<file path="config.mk">
export PLATFORM = sky130hd
export DESIGN_NAME = bdc_target_responder_flat
export DESIGN_NICKNAME = d
export VERILOG_FILES = /design/src/rtl/bdc_target_responder_if.sv /design/src/rtl/bdc_target_responder.sv /design/src/flat_wrapper.sv
export SDC_FILE = /design/constraint.sdc
export NUM_CORES = 1
export LEC_CHECK = 0
export CAP_MARGIN = 20
export CORE_MARGIN = 4
export CORE_UTILIZATION = 51
export CTS_CLUSTER_SIZE = 12
export DETAILED_ROUTE_END_ITERATION = 6
export PLACE_DENSITY = 0.86
export SYNTH_ARGS = -nofsm -noshare
export SYNTH_HDL_FRONTEND = slang
export SYNTH_SLANG_ARGS = --single-unit
</file>
<file path="constraint.sdc">
create_clock -name clk -period 2.2 [get_ports clk]
set_input_delay 0.33 -clock clk [delete_from_list [all_inputs] [get_ports clk]]
set_output_delay 0.33 -clock clk [all_outputs]
set_load 0.1 [all_outputs]
</file>
<file path="src/rtl/bdc_target_responder_if.sv">
// BKGD target link bundle: raw line sense/drive plus byte-level tx/rx handshakes.
// master = host-side user/line model, slave = bdc_target_responder.
interface bdc_target_responder_if;
    logic       bkgd_in;
    logic       bkgd_out;
    logic       bkgd_is_high_z;
    logic [7:0] tx_data;
    logic       tx_load;
    logic       tx_ready;
    logic       tx_done;
    logic [7:0] rx_data;
    logic       rx_valid;
    logic       sync_seen;
    logic       busy;

    modport master (
        output bkgd_in, tx_data, tx_load,
        input  bkgd_out, bkgd_is_high_z, tx_ready, tx_done, rx_data, rx_valid, sync_seen, busy
    );

    modport slave (
        input  bkgd_in, tx_data, tx_load,
        output bkgd_out, bkgd_is_high_z, tx_ready, tx_done, rx_data, rx_valid, sync_seen, busy
    );
endinterface

</file>
<file path="src/rtl/bdc_target_responder.sv">
// BKGD target: decodes host bit cells MSB first, answers SYNC, returns tx bytes; BDC_SPEEDUP_EN adds a 1-tick active-high pulse after SYNC.
// Line sensed through 2-flop sync + edge detect (3 clk); tx_load is taken only while tx_ready, otherwise dropped.
module bdc_target_responder #(
    parameter int CLK_DIV      = 4,
    parameter int SAMPLE_TICK  = 10,
    parameter int DRIVE0_TICKS = 13,
    parameter int SYNC_MIN     = 128,
    parameter int SYNC_DELAY   = 16,
    parameter int SYNC_RESP    = 128
) (
    input  logic                  clk,
    input  logic                  rst,
    bdc_target_responder_if.slave bdc
);
    localparam int              DW       = $clog2(CLK_DIV);
    localparam logic [DW-1:0]   DIV_LAST = DW'(CLK_DIV - 1);
    localparam logic [7:0]      SMP_T    = 8'(SAMPLE_TICK);
    localparam logic [7:0]      DRV0_T   = 8'(DRIVE0_TICKS);
    localparam logic [7:0]      SMIN_T   = 8'(SYNC_MIN);
    localparam logic [7:0]      SDLY_T   = 8'(SYNC_DELAY);
    localparam logic [7:0]      SRSP_T   = 8'(SYNC_RESP);

`ifdef BDC_SPEEDUP_EN
    typedef enum logic [2:0] {IDLE, BIT, SYNC_WAIT, SYNC_DRIVE, SPEEDUP} state_t;
`else
    typedef enum logic [1:0] {IDLE, BIT, SYNC_WAIT, SYNC_DRIVE} state_t;
`endif

    state_t        state;
    logic          sync1, line_s, line_q, fall;
    logic [DW-1:0] div;
    logic          tick;
    logic [7:0]    cnt, cnt_inc, cnt_nx;
    logic          smp, cell_tx;
    logic [2:0]    bit_cnt;
    logic [6:0]    rx_sh;
    logic [7:0]    tx_sh;
    logic          tx_busy, tx_ready_q, tx_done_q;
    logic [7:0]    rx_data_q;
    logic          rx_valid_q, sync_seen_q, busy_q, hi_z_q;

    always_ff @(posedge clk or posedge rst) begin
        if (rst) begin
            sync1  <= 1'b1;
            line_s <= 1'b1;
            line_q <= 1'b1;
        end else begin
            sync1  <= bdc.bkgd_in;
            line_s <= sync1;
            line_q <= line_s;
        end
    end

    assign fall = line_q & ~line_s;

    // Divider restarts on an accepted edge so tick boundaries line up with the host's cell start.
    always_ff @(posedge clk or posedge rst) begin
        if (rst)
            div <= '0;
        else if ((state == IDLE && fall) || tick)
            div <= '0;
        else
            div <= div + 1'b1;
    end

    assign tick    = (div == DIV_LAST);
    assign cnt_inc = (cnt == 8'hFF) ? cnt : cnt + 8'd1;
    assign cnt_nx  = tick ? cnt_inc : cnt;

`ifdef BDC_SPEEDUP_EN
    logic out_q;
    assign bdc.bkgd_out = out_q;
`else
    assign bdc.bkgd_out = 1'b0;
`endif

    always_ff @(posedge clk or posedge rst) begin
        if (rst) begin
            state       <= IDLE;
            cnt         <= 8'd0;
            smp         <= 1'b0;
            cell_tx     <= 1'b0;
            bit_cnt     <= 3'd0;
            rx_sh       <= 7'd0;
            tx_sh       <= 8'd0;
            tx_busy     <= 1'b0;
            tx_ready_q  <= 1'b1;
            tx_done_q   <= 1'b0;
            rx_data_q   <= 8'd0;
            rx_valid_q  <= 1'b0;
            sync_seen_q <= 1'b0;
            busy_q      <= 1'b0;
            hi_z_q      <= 1'b1;
`ifdef BDC_SPEEDUP_EN
            out_q       <= 1'b0;
`endif
        end else begin
            tx_done_q   <= 1'b0;
            rx_valid_q  <= 1'b0;
            sync_seen_q <= 1'b0;

            if (bdc.tx_load && tx_ready_q) begin
                tx_sh      <= bdc.tx_data;
                tx_busy    <= 1'b1;
                tx_ready_q <= 1'b0;
            end

            case (state)
                IDLE: begin
                    if (fall) begin
                        state   <= BIT;
                        busy_q  <= 1'b1;
                        cnt     <= 8'd0;
                        smp     <= 1'b1;
                        // A byte loaded mid-cell must not start driving until the next cell.
                        cell_tx <= tx_busy;
                        hi_z_q  <= ~(tx_busy & ~tx_sh[7]);
                    end
                end

                BIT: begin
                    cnt    <= cnt_nx;
                    hi_z_q <= ~(cell_tx & ~tx_sh[7] & (cnt_nx < DRV0_T));
                    if (tick && cnt_inc == SMP_T)
                        smp <= line_s;
                    if (line_s && cnt >= SMP_T && hi_z_q) begin
                        cnt    <= 8'd0;
                        hi_z_q <= 1'b1;
                        if (cnt >= SMIN_T) begin
                            state      <= SYNC_WAIT;
                            bit_cnt    <= 3'd0;
                            tx_busy    <= 1'b0;
                            tx_ready_q <= 1'b1;
                        end else begin
                            state   <= IDLE;
                            busy_q  <= 1'b0;
                            bit_cnt <= bit_cnt + 3'd1;
                            if (cell_tx) begin
                                tx_sh <= {tx_sh[6:0], 1'b0};
                                if (bit_cnt == 3'd7) begin
                                    tx_busy    <= 1'b0;
                                    tx_ready_q <= 1'b1;
                                    tx_done_q  <= 1'b1;
                                end
                            end else begin
                                rx_sh <= {rx_sh[5:0], smp};
                                if (bit_cnt == 3'd7) begin
                                    rx_data_q  <= {rx_sh, smp};
                                    rx_valid_q <= 1'b1;
                                end
                            end
                        end
                    end
                end

                SYNC_WAIT: begin
                    if (tick) begin
                        if (cnt_inc == SDLY_T) begin
                            state  <= SYNC_DRIVE;
                            cnt    <= 8'd0;
                            hi_z_q <= 1'b0;
                        end else begin
                            cnt <= cnt_inc;
                        end
                    end
                end

                SYNC_DRIVE: begin
                    if (tick) begin
                        if (cnt_inc == SRSP_T) begin
                            cnt         <= 8'd0;
                            sync_seen_q <= 1'b1;
`ifdef BDC_SPEEDUP_EN
                            state  <= SPEEDUP;
                            out_q  <= 1'b1;
`else
                            state  <= IDLE;
                            busy_q <= 1'b0;
                            hi_z_q <= 1'b1;
`endif
                        end else begin
                            cnt <= cnt_inc;
                        end
                    end
                end

`ifdef BDC_SPEEDUP_EN
                SPEEDUP: begin
                    if (tick) begin
                        state  <= IDLE;
                        busy_q <= 1'b0;
                        hi_z_q <= 1'b1;
                        out_q  <= 1'b0;
                    end
                end
`endif

                default: begin
                    state  <= IDLE;
                    busy_q <= 1'b0;
                    hi_z_q <= 1'b1;
                end
            endcase
        end
    end

    assign bdc.bkgd_is_high_z = hi_z_q;
    assign bdc.tx_ready       = tx_ready_q;
    assign bdc.tx_done        = tx_done_q;
    assign bdc.rx_data        = rx_data_q;
    assign bdc.rx_valid       = rx_valid_q;
    assign bdc.sync_seen      = sync_seen_q;
    assign bdc.busy           = busy_q;
endmodule
</file>
<file path="src/flat_wrapper.sv">
// flat-port wrapper written by rule: the top's interface ports become plain ports
module bdc_target_responder_flat 
#(
    parameter int CLK_DIV      = 4,
    parameter int SAMPLE_TICK  = 10,
    parameter int DRIVE0_TICKS = 13,
    parameter int SYNC_MIN     = 128,
    parameter int SYNC_DELAY   = 16,
    parameter int SYNC_RESP    = 128
)
  (clk, rst, bdc_bkgd_in, bdc_tx_data, bdc_tx_load, bdc_bkgd_out, bdc_bkgd_is_high_z, bdc_tx_ready, bdc_tx_done, bdc_rx_data, bdc_rx_valid, bdc_sync_seen, bdc_busy);
  bdc_target_responder_if bdc_i ();
  input  logic clk;
  input  logic rst;
  input wire logic [$bits(bdc_i.bkgd_in)-1:0] bdc_bkgd_in;
  input wire logic [$bits(bdc_i.tx_data)-1:0] bdc_tx_data;
  input wire logic [$bits(bdc_i.tx_load)-1:0] bdc_tx_load;
  output wire logic [$bits(bdc_i.bkgd_out)-1:0] bdc_bkgd_out;
  output wire logic [$bits(bdc_i.bkgd_is_high_z)-1:0] bdc_bkgd_is_high_z;
  output wire logic [$bits(bdc_i.tx_ready)-1:0] bdc_tx_ready;
  output wire logic [$bits(bdc_i.tx_done)-1:0] bdc_tx_done;
  output wire logic [$bits(bdc_i.rx_data)-1:0] bdc_rx_data;
  output wire logic [$bits(bdc_i.rx_valid)-1:0] bdc_rx_valid;
  output wire logic [$bits(bdc_i.sync_seen)-1:0] bdc_sync_seen;
  output wire logic [$bits(bdc_i.busy)-1:0] bdc_busy;
  assign bdc_i.bkgd_in = bdc_bkgd_in;
  assign bdc_i.tx_data = bdc_tx_data;
  assign bdc_i.tx_load = bdc_tx_load;
  assign bdc_bkgd_out = bdc_i.bkgd_out;
  assign bdc_bkgd_is_high_z = bdc_i.bkgd_is_high_z;
  assign bdc_tx_ready = bdc_i.tx_ready;
  assign bdc_tx_done = bdc_i.tx_done;
  assign bdc_rx_data = bdc_i.rx_data;
  assign bdc_rx_valid = bdc_i.rx_valid;
  assign bdc_sync_seen = bdc_i.sync_seen;
  assign bdc_busy = bdc_i.busy;
  bdc_target_responder #(.CLK_DIV(CLK_DIV), .SAMPLE_TICK(SAMPLE_TICK), .DRIVE0_TICKS(DRIVE0_TICKS), .SYNC_MIN(SYNC_MIN), .SYNC_DELAY(SYNC_DELAY), .SYNC_RESP(SYNC_RESP)) u_core (.clk(clk), .rst(rst), .bdc(bdc_i));
endmodule
</file>
==> results_dict.tcl, run 1 <==
set metrics [dict create \
    status "finished with violations" \
    violations "negative setup slack" \
    power.density_mw_per_mm2 1150 \
    ys_dominant_reg_cell "dfrtp_1" \
    grt_max_degree 30 \
    syn_area_per_cell_um2 9.92 \
    async_reset_ff_frac 1.00 \
    die_h_um 80.9 \
    antenna-diode-count 0 \
    cts.sinks 50 \
    syn_to_final_growth_pct 33.0 \
    path_clk_slew_ns 0.10 \
    overflow 0 \
    root_buffer "clkbuf_8" \
    grt_pass1_wl_um 11100 \
    required_ns 2.43 \
    drv_slew 0 \
    gp_congestion 0.979 \
    skew_ns 0.0138 \
    drtIter0Drc 239 \
    yosys.cell_types.count 55 \
    hold_slack_ns 0.356 \
    antenna_found_initial 0 \
    synth-edff-count 0 \
    first_global_vias 2248 \
    insertion_delay_ns 0.30 \
    setup_ws_ns -0.0738 \
    drive_gt1_frac 0.356 \
    post-route-period-util 1.03 \
    rows 26 \
    first_pass_iters 6 \
    p_leak_nw 1.63 \
    setup_violations 1 \
    min_path_type "input port to asynchronous set/reset pin" \
    routed_via_density 6.00 \
    die_x_um 80.9 \
    final_nets 350 \
    track_usage 0.215 \
    start_util 0.527 \
    p_seq_frac 0.334 \
    endpoint_kind "flip-flop" \
    core_region_area_mm2 0.00514 \
    syn_area_mm2 0.00271 \
    share_comb_of_total_power 0.481 \
    critical_path_arrival_ns 2.50 \
    io-pin-count 27 \
    worstPathMaxFanout 5 \
    p_int_w 0.00243 \
    cts-buffers-inserted 5 \
    remaining_drc_errors 0 \
    antenna_left 0 \
    drt-total-wl_um 7160 \
    clockBufferDepth 2 \
    worstSetupPathType "flip-flop to flip-flop" \
    h-tree-depth 2 \
    ir_drop_uv 783 \
    portBuffers 25 \
    syn_inst 273 \
    cts_hold_buf 0 \
    yosysSeqAreaShare 0.464 \
    dieArea_mm2 0.00654 \
    start_kind "flip-flop" \
    wire_per_inst_um 17.7 \
    p_sw_w 0.00170 \
    synth-seq-cells 50 \
    layout_min_cycle_time_ns 2.27 \
    final-hold-violation-count 0 \
    hpwl_um 4650 \
    finalCoreUtilization 0.701 \
    switching_share 0.412 \
    max-cap-violations 0 \
    p_clk_frac 0.184 \
    vias 2425 \
    syn_nets 290 \
    grt_setup_unrepaired "yes" \
    cts_tree "yes" \
    yosysWarnings 0 \
    max_freq_mhz 440 \
]
-- Yosys cell counts (3+ instances only) --
master     n  share of area
nand2_1   28          0.039
ha_1       5          0.023
nand2b_1   3         0.0069
inv_1     11          0.015
nand4_1    6          0.014
nand3_1    8          0.015
nor2b_1    3         0.0069
o22ai_1    4         0.0092
nor3_1     8          0.015
mux2i_1   10          0.037
dfrtp_1   45           0.42
o211ai_1   3         0.0083
and4_1     3         0.0097
o221ai_1   3         0.0097
dfstp_2    5          0.049
o21ai_0   15          0.028
and3_1     6          0.014
mux2_2    17          0.071
nor2_1    19          0.026
nor4_1     4         0.0092
buf_2      5         0.0092
clkbuf_1  11          0.015
a21oi_1   10          0.018
-- power by group through the flow --
stage	combinational, W	clock (W)	sequential [W]
after CTS	0.00183	0.000768	0.00137
after global placement	0.00167	0	0.00136
after detailed placement	0.00172	0	0.00137
final	0.00199	0.000761	0.00138
after global routing	0.00211	0.000809	0.00140
after floorplan	0.000830	0	0.00173
-- per-layer routing --
layer  up-vias  share of wire  track usage  wire, um
li1       1122              -            -         -
met5         -              0            0         0
met3        26          0.070       0.0399       503
met2       128           0.50        0.357      3550
met1      1149           0.41        0.288      2920
met4         0          0.026       0.0574       185
-- flip-flops by register name, summed over array words and instances (netlist names), named ones only --
name                       count
u_core.div                     2
u_core.bdc.bkgd_is_high_z      1
u_core.tx_busy                 1
u_core.bdc.busy                1
u_core.bdc.tx_ready            1
u_core.smp                     1
u_core.rx_sh                   7
u_core.line_s                  1
u_core.cnt                     8
u_core.state                   1
u_core.line_q                  1
u_core.bdc.tx_done             1
u_core.bit_cnt                 3
u_core.sync1                   1
u_core.bdc.sync_seen           1
u_core.bdc.rx_valid            1
u_core.bdc.rx_data             8
u_core.tx_sh                   8
u_core.cell_tx                 1
-- repair_timing --
action | 4_1_cts | 5_1_grt
setup endpoints to repair | 12 | 32
buffers inserted | 3 | 2
pin swaps | 8 | 13
gates resized for setup | 7 | 20
-- through the flow --
step | total power (W) | setup TNS, ns | setup slack, ns | cell area, um2 | instances
floorplan | 0.00256 | -1.33 | -0.154 | 2750 | 273
global placement | 0.00303 | -0.502 | -0.0789 | 3290 | 391
detailed placement | 0.00309 | -1.05 | -0.152 | 3290 | 391
CTS | 0.00397 | -0.182 | -0.0615 | 3500 | 402
global route | 0.00432 | -1.01 | -0.133 | 3600 | 404
finish | 0.00413 | -0.0738 | -0.0738 | 3600 | 404
-- final cells by class --
type / count / area [um2]
well taps: 70 / 87.6
inverters: 11 / 41.3
multi-input cells: 193 / 1460
repair buffers: 72 / 612
fillers: 383 / 1540
clock inverters: 3 / 68.8
flip-flops and latches: 50 / 1260
clock buffers: 5 / 68.8
-- logic make-up after synthesis --
kind of cell	share of synthesized area
mux	0.112
buf+inv	0.0480
xor+xnor	0.00323
compound gates	0.160
fa+ha+maj	0.0231
flops	0.464
simple gates	0.188
other cells	0.00138
-- cells in the final DEF, fill, tap and decap left out, types with 7 or more instances in the layout --
cell / count
a21oi_1: 9
buf_4: 54
clkdlybuf4s50_1: 11
dfrtp_1: 45
inv_1: 9
mux2_2: 17
mux2i_1: 10
nand2_1: 26
nand3_1: 7
nor2_1: 19
o21ai_0: 13
-- worst paths after layout --
check	startpoint	end	slack, ns	cells after the start
setup / recovery	u_core.cnt[0]	u_core.bdc.bkgd_is_high_z	-0.07	7
hold / removal	rst	u_core.cnt[2]	0.36	2
setup reg to reg	u_core.cnt[0]	u_core.bdc.bkgd_is_high_z	-0.07	7
hold reg to reg	u_core.sync1	u_core.line_s	0.36	0
max in group asynchronous	rst	u_core.bit_cnt[0]	1.34	3
min in group clk	u_core.sync1	u_core.line_s	0.36	0
-- worst max-delay path, cell delays in order (launching register included) --
cell and delay, ns:
dfrtp_1 0.43, ha_4 0.19, a31o_2 0.25, a21boi_1 0.14, or4_1 0.42, a211o_1 0.30, a21oi_2 0.17, mux2_4 0.31
(Power assumes the default switching activity.)
==> inputs of run 2 (changes only) <==
- ABC_CLOCK_PERIOD_IN_PS: unset -> 2200
- CORE_ASPECT_RATIO: unset -> 0.6
==> run 2 against run 1 <==
The flow still finishes with violations (negative setup slack); clock power fell by 13%; final area rose by 1.8%; sequential share of layout area fell by 0.61 points; worst hold slack improved by 0.0054 ns; die area rose by 0.58%; wire length rose by 5.0%; flip-flop and latch count did not move; combinational power barely moved.
==> results_dict.tcl, run 2 (synthesis gave the netlist of run 1 again) <==
set metrics [dict create \
    crit_end "u_core.bdc.bkgd_is_high_z" \
    critical_path_arrival_ns 2.52 \
    max_freq_mhz 437 \
    final-hold-violation-count 0 \
    setup_ws_ns -0.0858 \
    cts_hold_buf 0 \
    worstRegToRegCells 7 \
    finalPower_w 0.00400 \
    overflow 0 \
    insertion_delay_ns 0.31 \
    final_common_cell "buf_4" \
    antenna-diode-count 0 \
    gp_congestion 0.957 \
    io-pin-count 27 \
    first_global_vias 2225 \
    mostFrequentLayoutCells "57 x buf_4, 45 x dfrtp_1, 26 x nand2_1, 18 x nor2_1, 16 x mux2_2" \
    drt-total-wl_um 7510 \
    switching_share 0.424 \
    grt_max_degree 28 \
    multi_input_area_mm2 0.00151 \
    fillers 379 \
    skew_ns 0.0109 \
    place_area_mm2 0.00331 \
    grt_setup_unrepaired "yes" \
    endpoint_kind "flip-flop" \
    p_leak_nw 1.65 \
    power.density_mw_per_mm2 1090 \
    wire_per_inst_um 18.6 \
    ir_drop_uv 875 \
    rows 20 \
    worstPathMaxFanout 4 \
    required_ns 2.44 \
    cts-buffers-inserted 5 \
    root_buffer "clkbuf_8" \
    core_region_area_mm2 0.00510 \
    post-route-period-util 1.04 \
    p_clk_frac 0.166 \
    crit_chain "buf_6 -> and4_4 -> a41oi_2 -> or4_1 -> a211o_1 -> a21oi_2 -> mux2_4" \
    grt_pass1_wl_um 11400 \
    r2r_start "u_core.cnt[0]" \
    tightest_slew_ns 0.514 \
    clockBufferDepth 2 \
    first_pass_iters 5 \
    worstSetupPathType "flip-flop to flip-flop" \
    h-tree-depth 2 \
    cts.sinks 50 \
    max_slew_margin 0.657 \
    max-cap-violations 0 \
    cp_slowest_cell "or4_1" \
    drv_slew 0 \
    die_h_um 64.5 \
    status "finished with violations" \
    crit_start "u_core.cnt[0]" \
    min_path_type "input port to asynchronous set/reset pin" \
    vias 2401 \
    p_sw_w 0.00170 \
    share_comb_of_total_power 0.490 \
    slowest_delay_ns 0.53 \
    drtIter0Drc 232 \
    path_clk_slew_ns 0.10 \
    hpwl_um 5380 \
    p_seq_frac 0.343 \
    routed_via_density 5.94 \
    remaining_drc_errors 0 \
    fin_tns_setup_ns -0.0858 \
    final_nets 354 \
    syn_to_final_growth_pct 35.3 \
    layout_min_cycle_time_ns 2.29 \
    violations "negative setup slack" \
    cts_tree "yes" \
    final_area_mm2 0.00367 \
    start_util 0.531 \
    antenna_found_initial 0 \
    setup_violations 1 \
    antenna_left 0 \
    portBuffers 25 \
    p_int_w 0.00230 \
    die_x_um 102 \
    dieArea_mm2 0.00658 \
    drive_gt1_frac 0.379 \
    track_usage 0.226 \
    start_kind "flip-flop" \
    worstReg2RegEnd "u_core.bdc.bkgd_is_high_z" \
    r2r_slack_ns -0.09 \
    seqCellArea_mm2 0.00126 \
]
[run 2: final cells by class]
type	count	share of cell area
clock buffer	5	0.0188
clock inverter	3	0.0119
inverter	11	0.0113
multi-input combinational	193	0.413
sequential	50	0.344
tap	66	0.0225
timing repair buffer	76	0.178
[run 2: layer usage]
| metal | wire, um | share of wire | GRT usage | vias to the layer above |
|---|---|---|---|---|
| met5 | 0 | 0 | 0 | - |
| met3 | 706 | 0.094 | 0.0742 | 11 |
| li1 | - | - | - | 1127 |
| met4 | 82 | 0.011 | 0.0344 | 0 |
| met1 | 3580 | 0.48 | 0.359 | 1156 |
| met2 | 3140 | 0.42 | 0.301 | 107 |
[run 2: worst min-delay path by stage]
stage | startpoint | end | slack [ns] | depth (start not counted)
2_1_floorplan | bdc_bkgd_in | u_core.sync1 | 0.33 | 0
6_report | rst | u_core.cell_tx | 0.36 | 2
5_1_grt | u_core.sync1 | u_core.line_s | 0.37 | 0
3_3_place_gp | u_core.sync1 | u_core.line_s | 0.35 | 0
4_1_cts | u_core.sync1 | u_core.line_s | 0.36 | 0
3_5_place_dp | u_core.sync1 | u_core.line_s | 0.35 | 0
[run 2: power by group through the flow]
stage	clock network, W	logic [W]	registers [W]
6_report	0.000665	0.00196	0.00137
3_5_place_dp	0	0.00171	0.00137
4_1_cts	0.000671	0.00178	0.00137
3_3_place_gp	0	0.00168	0.00136
5_1_grt	0.000710	0.00209	0.00140
2_1_floorplan	0	0.000830	0.00173
[run 2: per-stage QoR]
stage | setup WS [ns] | instances | hold WS, ns | util
6_report | -0.0858 | 404 | 0.362 | 0.718
5_1_grt | -0.123 | 404 | 0.365 | 0.718
4_1_cts | -0.0988 | 398 | 0.364 | 0.683
3_5_place_dp | -0.218 | 386 | 0.351 | 0.648
3_3_place_gp | -0.127 | 386 | 0.347 | 0.648
2_1_floorplan | -0.154 | 273 | 0.334 | -
[run 2: critical path: cells and delay by family, from the launching register on]
| family | cells | cell delay (ns) |
|---|---|---|
| AND/OR/NAND/NOR | 2 | 0.79 |
| AO/OA/AOI/OAI | 3 | 0.59 |
| flip-flops | 1 | 0.40 |
| multiplexers | 1 | 0.32 |
| buffers and inverters | 1 | 0.12 |
[run 2: timing repair]
item / in CTS / in global routing
setup buffers: 4 / 7
setup endpoints to repair: 13 / 30
pin swaps: 7 / 13
resized for setup: 8 / 29
